<file path="src/rtl/rpn_pkg.sv">
// rpn_pkg: shared states, opcodes and error codes for the RPN evaluator.
// RPN_MUL_EN decides whether opcode 10 counts as a legal operator.
package rpn_pkg;
  typedef enum logic [2:0] {
    S_IDLE, S_GET_B, S_GET_A, S_RES_POP, S_RES_CHK, S_DONE, S_FLUSH, S_ERR
  } state_t;
  localparam logic [1:0] OP_ADD = 2'd0;
  localparam logic [1:0] OP_SUB = 2'd1;
  localparam logic [1:0] OP_MUL = 2'd2;
  localparam logic [1:0] OP_RSV = 2'd3;
  localparam logic [1:0] ERR_NONE = 2'd0;
  localparam logic [1:0] ERR_OVF  = 2'd1;
  localparam logic [1:0] ERR_UNF  = 2'd2;
  localparam logic [1:0] ERR_MAL  = 2'd3;
  function automatic logic op_ok(input logic [1:0] op);
`ifdef RPN_MUL_EN
    return op != OP_RSV;
`else
    return op == OP_ADD || op == OP_SUB;
`endif
  endfunction
endpackage

</file>
<file path="src/rtl/rpn_alu.sv">
// rpn_alu: combinational ADD/SUB(/MUL) modulo 2^WORD_LEN.
// MUL exists only when RPN_MUL_EN is defined.
module rpn_alu
  import rpn_pkg::*;
#(
  parameter int WORD_LEN = 8
) (
  input  logic [1:0]          i_op,
  input  logic [WORD_LEN-1:0] i_a,
  input  logic [WORD_LEN-1:0] i_b,
  output logic [WORD_LEN-1:0] o_y
);
  always_comb begin
`ifdef RPN_MUL_EN
    o_y = i_op == OP_ADD ? i_a + i_b :
          i_op == OP_SUB ? i_a - i_b :
          i_op == OP_MUL ? i_a * i_b : '0;
`else
    o_y = i_op == OP_SUB ? i_a - i_b : i_a + i_b;
`endif
  end
endmodule

</file>
<file path="src/rtl/rpn_evaluator.sv">
// rpn_evaluator: postfix evaluator driving an external LIFO stack, with error flush.
// Build option RPN_MUL_EN enables opcode 10 (MUL) in rpn_alu.
module rpn_evaluator
  import rpn_pkg::*;
#(
  parameter int WORD_LEN = 8
) (
  input  logic                clk,
  input  logic                rstn,
  input  logic                token_valid,
  output logic                token_ready,
  input  logic                token_is_op,
  input  logic                token_last,
  input  logic [WORD_LEN-1:0] token_data,
  output logic                st_push,
  output logic                st_pop,
  output logic [WORD_LEN-1:0] st_data_in,
  input  logic [WORD_LEN-1:0] st_data_out,
  input  logic                st_full,
  input  logic                st_empty,
  output logic [WORD_LEN-1:0] result,
  output logic                result_valid,
  input  logic                result_ready,
  output logic [1:0]          err,
  input  logic                err_clr
);
  state_t              r_state, w_state_nxt;
  logic [1:0]          r_op, r_err, w_err_nxt;
  logic                r_last;
  logic [WORD_LEN-1:0] r_b, r_result, w_alu_y;
  logic                w_acc, w_op_ok;

  assign w_acc   = token_valid && r_state == S_IDLE;
  assign w_op_ok = op_ok(token_data[1:0]);
  assign result  = r_result;
  assign err     = r_err;

  rpn_alu #(.WORD_LEN(WORD_LEN)) u_alu (
    .i_op (r_op),
    .i_a  (st_data_out),
    .i_b  (r_b),
    .o_y  (w_alu_y)
  );

  always_ff @(posedge clk or negedge rstn) begin
    if (!rstn) begin
      r_state  <= S_IDLE;
      r_err    <= ERR_NONE;
      r_op     <= OP_ADD;
      r_last   <= 1'b0;
      r_b      <= '0;
      r_result <= '0;
    end else begin
      r_state <= w_state_nxt;
      r_err   <= w_err_nxt;
      if (w_acc) begin
        r_op   <= token_data[1:0];
        r_last <= token_last;
      end
      if (r_state == S_GET_B) r_b <= st_data_out;
      if (r_state == S_RES_CHK) r_result <= st_data_out;
    end
  end

  // every error enters FLUSH; the error code is latched on that transition
  always_comb begin
    w_state_nxt = r_state;
    w_err_nxt   = r_err;
    case (r_state)
      S_IDLE:
        if (w_acc) begin
          if (!token_is_op) begin
            if (st_full) {w_state_nxt, w_err_nxt} = {S_FLUSH, ERR_OVF};
            else if (token_last) w_state_nxt = S_RES_POP;
          end else if (!w_op_ok) {w_state_nxt, w_err_nxt} = {S_FLUSH, ERR_MAL};
          else if (st_empty) {w_state_nxt, w_err_nxt} = {S_FLUSH, ERR_UNF};
          else w_state_nxt = S_GET_B;
        end
      S_GET_B:   {w_state_nxt, w_err_nxt} = st_empty ? {S_FLUSH, ERR_UNF} : {S_GET_A, r_err};
      S_GET_A:   w_state_nxt = r_last ? S_RES_POP : S_IDLE;
      S_RES_POP: w_state_nxt = S_RES_CHK;
      S_RES_CHK: {w_state_nxt, w_err_nxt} = st_empty ? {S_DONE, r_err} : {S_FLUSH, ERR_MAL};
      S_DONE:    w_state_nxt = result_ready ? S_IDLE : S_DONE;
      S_FLUSH:   w_state_nxt = st_empty ? S_ERR : S_FLUSH;
      S_ERR:     if (err_clr) {w_state_nxt, w_err_nxt} = {S_IDLE, ERR_NONE};
      default:   w_state_nxt = S_IDLE;
    endcase
  end

  always_comb begin
    token_ready  = r_state == S_IDLE;
    result_valid = r_state == S_DONE;
    st_push      = (w_acc && !token_is_op && !st_full) || r_state == S_GET_A;
    st_pop       = (w_acc && token_is_op && w_op_ok && !st_empty) ||
                   ((r_state == S_GET_B || r_state == S_FLUSH) && !st_empty) ||
                   r_state == S_RES_POP;
    st_data_in   = r_state == S_GET_A ? w_alu_y : token_data;
  end
endmodule

</file>
<file path="config.mk">
export PLATFORM = sky130hd
export DESIGN_NAME = rpn_evaluator
export DESIGN_NICKNAME = d
export VERILOG_FILES = /design/src/rtl/rpn_pkg.sv /design/src/rtl/rpn_alu.sv /design/src/rtl/rpn_evaluator.sv
export SDC_FILE = /design/constraint.sdc
export NUM_CORES = 1
export LEC_CHECK = 0
export CAP_MARGIN = 10
export CORE_MARGIN = 2
export CORE_UTILIZATION = 50
export CTS_BUF_LIST = sky130_fd_sc_hd__clkbuf_2 sky130_fd_sc_hd__clkbuf_4 sky130_fd_sc_hd__clkbuf_8
export DETAILED_ROUTE_END_ITERATION = 16
export PLACE_DENSITY_LB_ADDON = 0.05
export SETUP_SLACK_MARGIN = 0.1
export SYNTH_ARGS = -nofsm -noshare
export SYNTH_HDL_FRONTEND = slang
export SYNTH_SLANG_ARGS = --single-unit
</file>
<file path="constraint.sdc">
create_clock -name clk -period 3.9 [get_ports clk]
set_clock_uncertainty 0.2 [all_clocks]
set_input_delay 0.78 -clock clk [delete_from_list [all_inputs] [get_ports clk]]
set_output_delay 0.78 -clock clk [all_outputs]
set_load 0.03 [all_outputs]
</file>
==> out/metrics.cfg, run 1 <==
[die]
fp.coreArea_um2=3280
rows=21
fp.dieH_um=62.2
die_w_um=62.2
start_util=0.515
dieArea_um2=3870
num_io_pins=47

[sta]
post-route-min-period_ns=3.77
max-slew-margin-rel=0.268
fmax_mhz=265
drv_slew=0
tns_ns=0
post-route-period-util=0.968
worstMarginPinSlew_ns=1.09
setup_violations=0
hold_viol=0
rsz0062_at_grt=yes

[detailed_routing]
routed_wl_mm=4.03
firstDrtPassIters=4
num_vias=1519
wl_met2_mm=1.89
highest_layer=met4
drcViolationCount=0
met3_length_um=247
drtIter0Drc=79
wl_per_cell_um=14.3
vias_per_cell=5.39
ant_nets=0
met1_length_mm=1.84

[synth]
synth_edf_count=0
synth.distinct_cells=45
netlist_area_um2=1690
postSynthAreaPerCell_um2=9.40
yosysWarningCount=0
synthFlopType=dfrtp_1
synth_seq_area_share=0.355
ys_seq_elements=24
yosysMostFrequentCell=dfrtp_1
synth.area.top_cells=dfrtp_1 (35%), mux2_1 (6.7%), ha_1 (5.9%)
ys_top_cells_by_count=dfrtp_1 (24), nand2_1 (18), nor2_1 (12), o21ai_0 (12), xnor2_1 (11)
async_flop_share=1.00
synth_top_cell_by_area=dfrtp_1
synthesis.nets=214
syn_inst=180
synth_top_area_share=0.355

[placement]
portBuffers=46
placed_area_um2=2240
gp_congestion=0.837
hpwl_mm=3.04

[grt]
grt_pass1_vias=1493
grtUsageTotal=0.220
antenna_found_initial=0
grt-ovfl-total=0
grt_pass1_wl_mm=6.91
grt_max_degree=25

[cells_and_area]
areaGrowthSynthToFinish_pct=39.4
layout-drive-gt1-share=0.203
diodes=0
design_area_um2=2360
nFillCells=274
layout.nets=271

[critical_path]
cp.required_ns=2.92
worst-setup-path-type=flop to output port
cp_common_cell=xnor2_1
crit_path_max_fanout=4
crit_arrival_ns=2.79
endpoint_kind=output port
crit_family=compound AO/OA/AOI/OAI gates
max_stage_delay_ns=0.41
cpMaxStageDelayCell=dfrtp_1
crit_buf_inv=3
cp-start-kind=flop
crit_chain=inv_1 > ha_4 > nor3b_4 > nor2_1 > xnor2_1 > ha_1 > buf_6 > a21o_1 > a31o_2 > a21oi_2 > xnor2_1 > o21ai_1 > buf_4

[clocking]
cts_tree=built
clkSlewWorstSetupHoldPaths_ns=0.13
cts.path.max_buffers=2
numCtsBuffers=3
cts_root_buf=clkbuf_4
clk_latency_ns=0.33
cts_htree_levels=1
cts_sinks=24
holdBufCountCts=0

[run]
drv_cap=0

[status]
status=complete, no violations

[hold_path]
hp-class=flop to flop

[power]
p_leak_nw=1.04
p_total_mw=2.50
powerDensity_nw_per_um2=1060
max-vdd-ir-drop_mv=0.551

## placed cells by master (no fill, tap or decap), types with 2 or more instances in the layout
cell / count
clkdlybuf4s50_1: 38
dfrtp_1: 24
buf_4: 20
nand2_1: 18
nor2_1: 12
o21ai_0: 12
xnor2_1: 11
mux2_1: 10
mux2_2: 8
inv_1: 7
ha_1: 6
a21oi_1: 4
a21o_1: 4
nor3_1: 3
mux2i_1: 3
nor2b_1: 3
nand2b_1: 3
a31oi_1: 3
o21ai_1: 3
clkbuf_4: 3
inv_2: 2
a21oi_2: 2
a211o_1: 2
o31ai_1: 2
or3_1: 2
a22oi_1: 2
buf_6: 2
## sequential cells by signal, indices dropped and copies added (netlist names)
register	flops
err	2
r_b	8
r_last	1
r_op	2
r_state	3
result	8
## metal layers
layer  up-vias  GRT usage
li1        749          -
met1       720      0.288
met2        45      0.360
met3         5     0.0562
met4         0     0.0694
met5         -          0
## cells by family after synthesis
logic type / Yosys count / share of synthesized area
xor gates and xnor gates: 12 / 0.0621
AOI/OAI and AO/OA: 41 / 0.158
DFF: 24 / 0.355
adders and majority gates: 9 / 0.0710
and+or+nand+nor: 53 / 0.160
muxes: 22 / 0.146
buffers and inverters: 19 / 0.0473
## worst register-to-register path, stage by stage, from the launching register on
cell	delay, ns
dfrtp_1	0.59
or3_4	0.49
or3_1	0.33
or3b_1	0.26
a21o_4	0.12
mux2_4	0.29
## through the flow
stage / instances / utilization / setup WS, ns / hold slack, ns
2_1_floorplan: 180 / - / 0.386 / 0.256
6_report: 282 / 0.718 / 0.126 / 0.312
3_3_place_gp: 274 / 0.683 / -0.380 / 0.272
5_1_grt: 282 / 0.718 / 0.00822 / 0.339
4_1_cts: 279 / 0.700 / 0.104 / 0.311
3_5_place_dp: 274 / 0.683 / -0.416 / 0.278
## what timing repair did
item / 4_1_cts / 5_1_grt
setup buffers: 1 / 3
endpoints found under the hold margin: 0 / 0
resized for setup: 11 / 10
pin swaps: 0 / 7
setup endpoints to repair: 3 / 4
## where the power goes
group	internal [mW]	switching (mW)
registers	0.378	0.151
clock network	0.0573	0.0771
logic	0.925	0.907
total	1.36	1.14
## cell type report
type	instances	area, µm²	area share
inverter	9	33.8	0.0143
multi-input combinational	137	1060	0.448
timing repair buffer	62	574	0.243
tap	46	57.6	0.0244
sequential	24	601	0.255
clock buffer	4	36.3	0.0154
## final timing paths
kind                       cells after the start              startpoint                    end  slack [ns]
setup / recovery                              13      r_b[0]$_DFFE_PN0P_          st_data_in[7]        0.13
hold / removal                                 1   result[1]$_DFFE_PN0P_  result[1]$_DFFE_PN0P_        0.31
setup reg to reg                               5  r_state[0]$_DFFE_PN0P_     err[0]$_DFFE_PN0P_        1.53
hold reg to reg                                1   result[1]$_DFFE_PN0P_  result[1]$_DFFE_PN0P_        0.31
max in group asynchronous                      1                    rstn  result[1]$_DFFE_PN0P_        2.02
min in group asynchronous                      1                    rstn     r_b[0]$_DFFE_PN0P_        0.83
Note: power is estimated with default switching activity, not from simulation.
==> run 2: changes to the inputs <==
Settings changed: GPL_TIMING_DRIVEN set to 0.
==> out/metrics.cfg, run 2 (synthesis gave the netlist of run 1 again) <==
[power]
p_leak_nw=1.02
max-vdd-ir-drop_mv=0.490
p_total_mw=2.42
powerDensity_nw_per_um2=1040

[sta]
fmax_mhz=270
post-route-period-util=0.949
worstMarginPinSlew_ns=1.07
tns_ns=0
drv_slew=0
rsz0062_at_grt=yes
setup_violations=0
hold_viol=0
max-slew-margin-rel=0.286
post-route-min-period_ns=3.70

[die]
dieArea_um2=3870
num_io_pins=47
fp.dieH_um=62.2
start_util=0.515
die_w_um=62.2
fp.coreArea_um2=3280
rows=21

[clocking]
cts_htree_levels=1
clk_latency_ns=0.31
cts_sinks=24
clkSlewWorstSetupHoldPaths_ns=0.13
cts_root_buf=clkbuf_4
numCtsBuffers=3
cts.path.max_buffers=2
cts_tree=built

[critical_path]
worst-setup-path-type=input port to output port
cp-start-kind=input port
crit_path_max_fanout=3
crit_arrival_ns=2.72
r2r_end=err[0]$_DFFE_PN0P_
timing.rr.start=r_state[0]$_DFFE_PN0P_
reg2reg_depth=6
cp.required_ns=2.92
endpoint_kind=output port
r2r_slack_ns=1.66

[grt]
grtUsageTotal=0.206
antenna_found_initial=0
grt_pass1_vias=1453
grt_max_degree=25
grt_pass1_wl_mm=6.57
grt-ovfl-total=0

[placement]
placed_area_um2=2200
hpwl_mm=3.02
gp_congestion=0.856
portBuffers=45

[detailed_routing]
drtIter0Drc=73
drcViolationCount=0
vias_per_cell=5.47
wl_per_cell_um=14.0
num_vias=1537
firstDrtPassIters=4
ant_nets=0
routed_wl_mm=3.94

[cells_and_area]
diodes=0
final_cell_mix=clkdlybuf4s50_1 (37), dfrtp_1 (24), nand2_1 (18), nor2_1 (12), o21ai_0 (12)
design_area_um2=2320
nFillCells=284
areaGrowthSynthToFinish_pct=37.0
final_common_cell=clkdlybuf4s50_1
layout-drive-gt1-share=0.170
layout.nets=270

[status]
status=complete, no violations

[hold_path]
hp-class=flop to flop
hold_end=result[0]$_DFFE_PN0P_
min_from=result[0]$_DFFE_PN0P_
hold_depth=1

[run]
drv_cap=0

## run 2: final cells by class
type	instances	area (µm²)	share of cell area
multi-input cells	137	1060	0.455
flip-flops and latches	24	601	0.259
repair buffers	51	487	0.210
well taps	46	57.6	0.0248
plain buffers	10	47.5	0.0205
clock buffers	4	36.3	0.0157
inverters	9	33.8	0.0146
## run 2: critical path, cell delays in order
cell and delay (ns):
dlygate4sd2_1 0.27, inv_1 0.08, ha_1 0.16, inv_1 0.06
fa_2 0.35, a21o_1 0.17, a21o_1 0.21, a21oi_2 0.16
nor4b_1 0.07, a211o_1 0.24, buf_2 0.18
## run 2: power by group
group          internal [mW]  switching (mW)  total, mW
clock                 0.0570          0.0702      0.127
sequential             0.379           0.101      0.480
combinational          0.860           0.951       1.81
## run 2: how the worst max path moves through the flow
stage                       start            end  depth (start not counted)
3_5_place_dp       st_data_out[0]  st_data_in[6]                         11
6_report           st_data_out[0]  st_data_in[6]                         11
4_1_cts            st_data_out[1]  st_data_in[6]                          8
5_1_grt        r_b[0]$_DFFE_PN0P_  st_data_in[7]                         12
3_3_place_gp       st_data_out[0]  st_data_in[6]                         11
2_1_floorplan      st_data_out[0]  st_data_in[4]                          8
## run 2: what timing repair did
item / in CTS / in global routing
pin swaps: 0 / 8
setup endpoints to repair: 7 / 8
hold buffers: 0 / 0
buffers inserted: 0 / 6
endpoints found under the hold margin: 0 / 0
gates resized for setup: 23 / 17
## run 2: per-stage QoR
stage | utilization | hold slack (ns) | instances | setup slack (ns)
4_1_cts | 0.682 | 0.321 | 275 | 0.0974
3_3_place_gp | 0.670 | 0.269 | 271 | -0.453
5_1_grt | 0.706 | 0.338 | 281 | 0.0699
3_5_place_dp | 0.670 | 0.286 | 271 | -0.514
6_report | 0.706 | 0.314 | 281 | 0.199
2_1_floorplan | - | 0.256 | 180 | 0.386
## run 2: routing by layer
metal | part of all wire | vias up | global-route usage
met1 | 0.44 | 725 | 0.281
met5 | 0 | - | 0
li1 | - | 749 | -
met3 | 0.071 | 4 | 0.0489
met4 | 0.0099 | 0 | 0.0528
met2 | 0.47 | 59 | 0.332
==> run 3: changes to the inputs <==
Settings changed: SLEW_MARGIN set to 20.
==> out/metrics.cfg, run 3 (synthesis gave the netlist of run 1 again) <==
[status]
status=complete, no violations

[grt]
grt-ovfl-total=0
grt_pass1_wl_mm=6.57
grt_pass1_vias=1453
grt_max_degree=25
antenna_found_initial=0
grtUsageTotal=0.206

[sta]
drv_slew=0
post-route-period-util=0.949
post-route-min-period_ns=3.70
fmax_mhz=270
setup_violations=0
hold_ws_ns=0.232
rsz0062_at_grt=yes
hold_viol=0
max-slew-margin-rel=0.643
worstMarginPinSlew_ns=0.535

[clocking]
numCtsBuffers=3
holdBufCountCts=0
cts.path.max_buffers=2
cts_sinks=24
clkSlewWorstSetupHoldPaths_ns=0.13
cts_root_buf=clkbuf_4
clk_latency_ns=0.31
cts_htree_levels=1
cts_tree=built

[die]
fp.dieH_um=62.2
num_io_pins=47
die_w_um=62.2
rows=21
dieArea_um2=3870
start_util=0.515
fp.coreArea_um2=3280

[placement]
gp_congestion=0.856
placed_area_um2=2200
hpwl_mm=3.02
portBuffers=45

[cells_and_area]
diodes=0
final_common_cell=clkdlybuf4s50_1
seq_area_um2=601
final_cell_mix=clkdlybuf4s50_1 (36), dfrtp_1 (24), nand2_1 (18), nor2_1 (12), o21ai_0 (12)
multi_input_area_um2=1060
layout-drive-gt1-share=0.174
areaGrowthSynthToFinish_pct=36.7
layout.nets=270
nFillCells=285
design_area_um2=2310

[run]
drv_cap=0

[detailed_routing]
firstDrtPassIters=4
drcViolationCount=0
ant_nets=0
vias_per_cell=5.47
wl_per_cell_um=14.0
drtIter0Drc=74
routed_wl_mm=3.94
num_vias=1537

[critical_path]
crit_arrival_ns=2.72
worst-setup-path-type=input port to output port
endpoint_kind=output port
cp-start-kind=input port
cp.required_ns=2.92
crit_path_max_fanout=3

[hold_path]
hp-class=input port to asynchronous set/reset pin

[power]
max-vdd-ir-drop_mv=0.489
powerDensity_nw_per_um2=1040
p_total_mw=2.42
p_leak_nw=1.02

## run 3: changes by cell type in the layout (fill, tap and decap cells not counted), sizes merged
| cell | previous run | this run |
|---|---|---|
| buf | 11 | 12 |
| clkdlybuf4s50 | 37 | 36 |
## run 3: final cells by class
type / instances / area share
repair buffers: 51 / 0.208
plain buffers: 10 / 0.0206
multi-input cells: 137 / 0.456
clock buffers: 4 / 0.0157
inverters: 9 / 0.0146
flip-flops and latches: 24 / 0.260
well taps: 46 / 0.0249
## run 3: worst paths after layout
kind	start	slack (ns)	cells after the start	to
min in group clk	result[0]$_DFFE_PN0P_	0.31	1	result[0]$_DFFE_PN0P_
min	rstn	0.23	1	result[0]$_DFFE_PN0P_
max in group asynchronous	rstn	2.90	1	result[2]$_DFFE_PN0P_
min reg2reg	result[0]$_DFFE_PN0P_	0.31	1	result[0]$_DFFE_PN0P_
max reg2reg	r_state[0]$_DFFE_PN0P_	1.66	6	err[0]$_DFFE_PN0P_
max	st_data_out[0]	0.20	11	st_data_in[6]
## run 3: through the flow
step,worst slack [ns],setup TNS (ns),instances,util
after global routing,0.0699,0,281,0.704
final,0.200,0,281,0.704
after global placement,-0.453,-1.01,271,0.670
after floorplan,0.386,0,180,-
after CTS,0.0974,0,275,0.682
after detailed placement,-0.514,-1.25,271,0.670
## run 3: what timing repair did
item | 4_1_cts | 5_1_grt
endpoints found under the setup margin | 7 | 8
setup buffers | 0 | 6
pin swaps | 0 | 8
gates resized for setup | 23 | 17
## run 3: metal layers
metal,track usage,share of wire,vias to the layer above
li1,-,-,749
met1,0.281,0.45,729
met2,0.332,0.48,55
met3,0.0489,0.067,4
met4,0.0528,0.0099,0
met5,0,0,-
## run 3: worst max-delay path, cell delays in order
cell and delay (ns):
dlygate4sd2_1 0.27, inv_1 0.08, ha_1 0.16, inv_1 0.06, fa_2 0.35, a21o_1 0.17
a21o_1 0.21, a21oi_2 0.16, nor4b_1 0.07, a211o_1 0.24, buf_2 0.18
## run 3: power breakdown
group          internal, mW  switching (mW)
Combinational         0.859           0.949
Sequential            0.379           0.101
Clock                0.0570          0.0702
Total                  1.29            1.12
